### src/rtl/serial_word_receiver_pkg.sv
// Shared definitions for the serial word receiver: FSM state encoding and
// the default word width.
package serial_word_receiver_pkg;

  localparam int WORD_W_DEFAULT = 8;

  typedef enum logic [1:0] {
    S_IDLE  = 2'd0,
    S_SHIFT = 2'd1,
    S_DONE  = 2'd2,
    S_HALT  = 2'd3
  } state_t;

endpackage

### src/rtl/serial_word_receiver_sipo.sv
// Serial-in parallel-out shift register: new bit enters at the LSB, so a
// word sent MSB-first ends up in natural bit order.
module sipo_shift_reg #(
  parameter int WORD_W = 8
) (
  input  logic              clk,
  input  logic              rst,
  input  logic              shift_en,
  input  logic              din,
  output logic [WORD_W-1:0] q
);

  always_ff @(posedge clk or posedge rst) begin
    if (rst) begin
      q <= '0;
    end else if (shift_en) begin
      q <= {q[WORD_W-2:0], din};
    end
  end

endmodule

### src/rtl/serial_word_receiver.sv
// Serial word receiver: detects a low start bit on bit-rate enables, shifts
// in WORD_W bits MSB-first and strobes cnt2 once per word until co2In halts it.
module serial_word_receiver
  import serial_word_receiver_pkg::*;
#(
  parameter int WORD_W = WORD_W_DEFAULT
) (
  input  logic              clk,
  input  logic              rst,
  input  logic              clkEn,
  input  logic              serIn,
  input  logic              co2In,
  output logic              cnt2,
  output logic [WORD_W-1:0] dataOut,
  output logic              busy
);

  localparam int CNT_W = (WORD_W > 1) ? $clog2(WORD_W) : 1;
  localparam logic [CNT_W-1:0] LAST_BIT = CNT_W'(WORD_W - 1);

  state_t            state;
  state_t            state_next;
  logic [CNT_W-1:0]  bit_cnt;
  logic [WORD_W-1:0] sh_reg;
  logic              shift_en;
  logic              last_bit;
  logic              start_seen;

  assign shift_en   = clkEn && (state == S_SHIFT);
  assign last_bit   = (bit_cnt == LAST_BIT);
  assign start_seen = (state == S_IDLE) && !co2In && !serIn;

  sipo_shift_reg #(.WORD_W(WORD_W)) u_sipo (
    .clk      (clk),
    .rst      (rst),
    .shift_en (shift_en),
    .din      (serIn),
    .q        (sh_reg)
  );

  always_ff @(posedge clk or posedge rst) begin
    if (rst) begin
      state <= S_IDLE;
    end else if (clkEn) begin
      state <= state_next;
    end
  end

  always_comb begin
    state_next = state;
    unique case (state)
      S_IDLE: begin
        if (co2In)       state_next = S_HALT;
        else if (!serIn) state_next = S_SHIFT;
      end
      // co2In is deliberately ignored here so a started word always completes
      S_SHIFT: begin
        if (last_bit) state_next = S_DONE;
      end
      S_DONE: begin
        state_next = co2In ? S_HALT : S_IDLE;
      end
      S_HALT: begin
        state_next = S_HALT;
      end
      default: state_next = S_IDLE;
    endcase
  end

  // bit counter wraps naturally; it is re-zeroed on every start bit
  always_ff @(posedge clk or posedge rst) begin
    if (rst) begin
      bit_cnt <= '0;
    end else if (clkEn) begin
      if (start_seen) begin
        bit_cnt <= '0;
      end else if (state == S_SHIFT) begin
        bit_cnt <= bit_cnt + CNT_W'(1);
      end
    end
  end

  // capture the word including the bit being sampled on this final edge
  always_ff @(posedge clk or posedge rst) begin
    if (rst) begin
      dataOut <= '0;
    end else if (shift_en && last_bit) begin
      dataOut <= {sh_reg[WORD_W-2:0], serIn};
    end
  end

  assign cnt2 = (state == S_DONE);
  assign busy = (state == S_SHIFT);

endmodule

### config.mk
export PLATFORM = sky130hd
export DESIGN_NAME = serial_word_receiver
export DESIGN_NICKNAME = d
export VERILOG_FILES = /design/src/rtl/serial_word_receiver_pkg.sv /design/src/rtl/serial_word_receiver_sipo.sv /design/src/rtl/serial_word_receiver.sv
export SDC_FILE = /design/constraint.sdc
export NUM_CORES = 1
export LEC_CHECK = 0
export CORE_MARGIN = 2
export CORE_UTILIZATION = 44
export DETAILED_ROUTE_END_ITERATION = 8
export PLACE_DENSITY = 0.82
export SYNTH_ARGS = -nofsm -noshare
export SYNTH_HDL_FRONTEND = slang
export SYNTH_SLANG_ARGS = --single-unit
### constraint.sdc
create_clock -name clk -period 1.2 [get_ports clk]
set_input_delay 0.24 -clock clk [delete_from_list [all_inputs] [get_ports clk]]
set_output_delay 0.24 -clock clk [all_outputs]
set_load 0.1 [all_outputs]
==> results.toml <==
[yosys]
synthAdderAreaFrac_pct = 2.99
mappedNetlistNets = 63
synth-xor-area-share_pct = 0
synth_area_per_cell_um2 = 14.9
yosysUniqueCellTypes = 14
ys_seq_area_share_pct = 59.9
synth_mux_area_share_pct = 21.6
synth-compound-area-share_pct = 5.99
synth_top_family_by_area = "multiplexers"
yosys_warnings = 0
syn-cell-area_um2 = 836
synth-seq-cells = 20
postSynthCellCount = 56
synth_simple_gate_area_share_pct = 7.78

[cts]
clk_path_buf_depth = 2
cts_htree_levels = 1
cts_tree = "built"
cts_buffers = 3
clock_sinks = 20
clk_latency_ns = 0.31
cts-root-buf = "clkbuf_4"
clk_pin_slew_ns = 0.11
cts-hold-fix-buffers = 0

[timing]
rsz0062_at_grt = "true"
drv_slew = 0
slew-limit-headroom_pct = 83.4
fin_crit_ns = 1.48
hold_viol_final = 0
finClkSkew_ns = 0.00155
finalCritPeriodShare_pct = 124
tightest_slew_ns = 0.249
timing.fmax_mhz = 674
layout_setup_ws_ns = -0.283
setup_violations = 21

[detailed_routing]
routed_wl_mm = 1.68
wl_per_cell_um = 15.3
via_count = 558
via_per_inst = 5.07
drtPass1Iterations = 3
drtIter0Drc = 4
route.detailed.drc = 0
ant_nets = 0

[finish]
final_core_util_pct = 77.4
diodes = 0
area.growth.synth_to_final_pct = 63.3
layout_common_cells = "dfrtp_1, mux2_4, buf_12"
finalInstanceArea_um2 = 1370
nets = 93
drive_above_1_share_pct = 62.4
layout_commonest_cell = "dfrtp_1"

[place]
portBuffers = 14
place_hpwl_mm = 1.22
gp_congestion = 0.774
placed_area_um2 = 1240

[run_status]
violations = "negative setup slack"
outcome = "finished with violations"

[critical_path]
rrSetupSlack_ns = -0.18
cpPeakStageDelay_ns = 0.41
startpoint_type = "register"
r2r_end = "u_sipo.q[0]$_DFFE_PP0P_"
cp-end-kind = "output port"
critPathSlowestCell = "dfrtp_1"
path_buf_inv = 2
required_ns = 0.96
path_cells = "buf_6, and2b_2, buf_12"
cp.arrival_ns = 1.24
reg2regPathDepth = 3
path_class = "register to output port"
crit_family = "flip-flops"
critical_path_peak_fanout = 3
r2r_start = "state[1]$_DFFE_PP0P_"

[floorplan]
core_um2 = 1760
dieArea_um2 = 2260
dieWidth_um = 47.6
start_util_pct = 47.4
num_io_pins = 15
die_height_um = 47.6
rows = 15

[global_route]
grt_pass1_vias = 610
grtUsageTotal_pct = 19.2
grt_pass1_wl_mm = 2.78
grt_overflow = 0
antenna_found_initial = 0
grt_max_degree = 21

[run]
max_cap_viol_count = 0

[hold_path]
min_path_type = "primary input to asynchronous set/reset pin"
==> layout make-up <==
class / count / area (µm²)
fillers: 109 / 399
inverters: 1 / 3.75
multi-input cells: 34 / 404
clock inverters: 1 / 30.0
well taps: 25 / 31.3
flip-flops and latches: 20 / 503
clock buffers: 3 / 22.5
repair buffers: 26 / 370
==> per-stage QoR <==
stage / cells / setup slack [ns] / setup TNS [ns] / hold WS, ns
floorplan: 56 / -0.0799 / -1.02 / 0.204
global placement: 103 / -0.350 / -5.71 / 0.497
detailed placement: 103 / -0.385 / -6.31 / 0.519
CTS: 110 / -0.277 / -3.02 / 0.268
global route: 110 / -0.335 / -3.69 / 0.254
finish: 110 / -0.283 / -3.04 / 0.256
==> state kept, by name (all words and copies together) (netlist names) <==
register	flops
u_sipo.q	7
dataOut	8
state	2
bit_cnt	3
==> synth_stat cells <==
cell | count | share of area (%)
a21oi_1 | 4 | 2.4
a22o_1 | 2 | 2.1
and2b_2 | 3 | 3.1
and3b_4 | 1 | 1.5
buf_6 | 1 | 1.3
dfrtp_1 | 20 | 60
ha_1 | 2 | 3.0
inv_1 | 1 | 0.45
mux2_2 | 16 | 22
nand2_4 | 1 | 1.3
nor2_1 | 2 | 0.90
o21ai_0 | 1 | 0.60
o21bai_1 | 1 | 0.90
or2b_1 | 1 | 0.90
==> worst max-delay path by stage <==
stage	depth (start not counted)	endpoint	startpoint
after detailed placement	4	dataOut[2]$_DFFE_PP0P_	clkEn
after global placement	4	dataOut[2]$_DFFE_PP0P_	clkEn
final	3	busy	state[1]$_DFFE_PP0P_
after CTS	3	busy	state[1]$_DFFE_PP0P_
after floorplan	3	u_sipo.q[0]$_DFFE_PP0P_	state[1]$_DFFE_PP0P_
after global routing	3	cnt2	state[0]$_DFFE_PP0P_
==> worst min-delay path, stage by stage <==
cell and delay (ns):
clkdlybuf4s50_1 0.40, inv_1 0.06, buf_4 0.26
==> layer usage <==
| metal | wire [µm] | GRT usage [%] | vias to the layer above |
|---|---|---|---|
| met3 | 57 | 4.91 | 5 |
| met5 | 0 | 0 | - |
| met1 | 692 | 22.3 | 285 |
| met4 | 46 | 13.0 | 0 |
| li1 | - | - | 256 |
| met2 | 884 | 31.1 | 12 |
==> what timing repair did <==
action | 4_1_cts | 5_1_grt
setup endpoints to repair | 19 | 22
resized for setup | 10 | 3
setup buffers | 3 | 0
pin swaps | 4 | 2
==> logic make-up (layout without fill, tap and decap cells) <==
| group | after synthesis | after routing |
|---|---|---|
| AO/OA/AOI/OAI | 8 | 8 |
| adder cells (fa/ha/maj) | 2 | 2 |
| buffers and inverters | 2 | 31 |
| flip-flops | 20 | 20 |
| multiplexers | 16 | 16 |
| AND/OR/NAND/NOR | 8 | 8 |
Power is not shown: default switching activity piles up to over one toggle a cycle in this logic, so the estimate is an artifact.
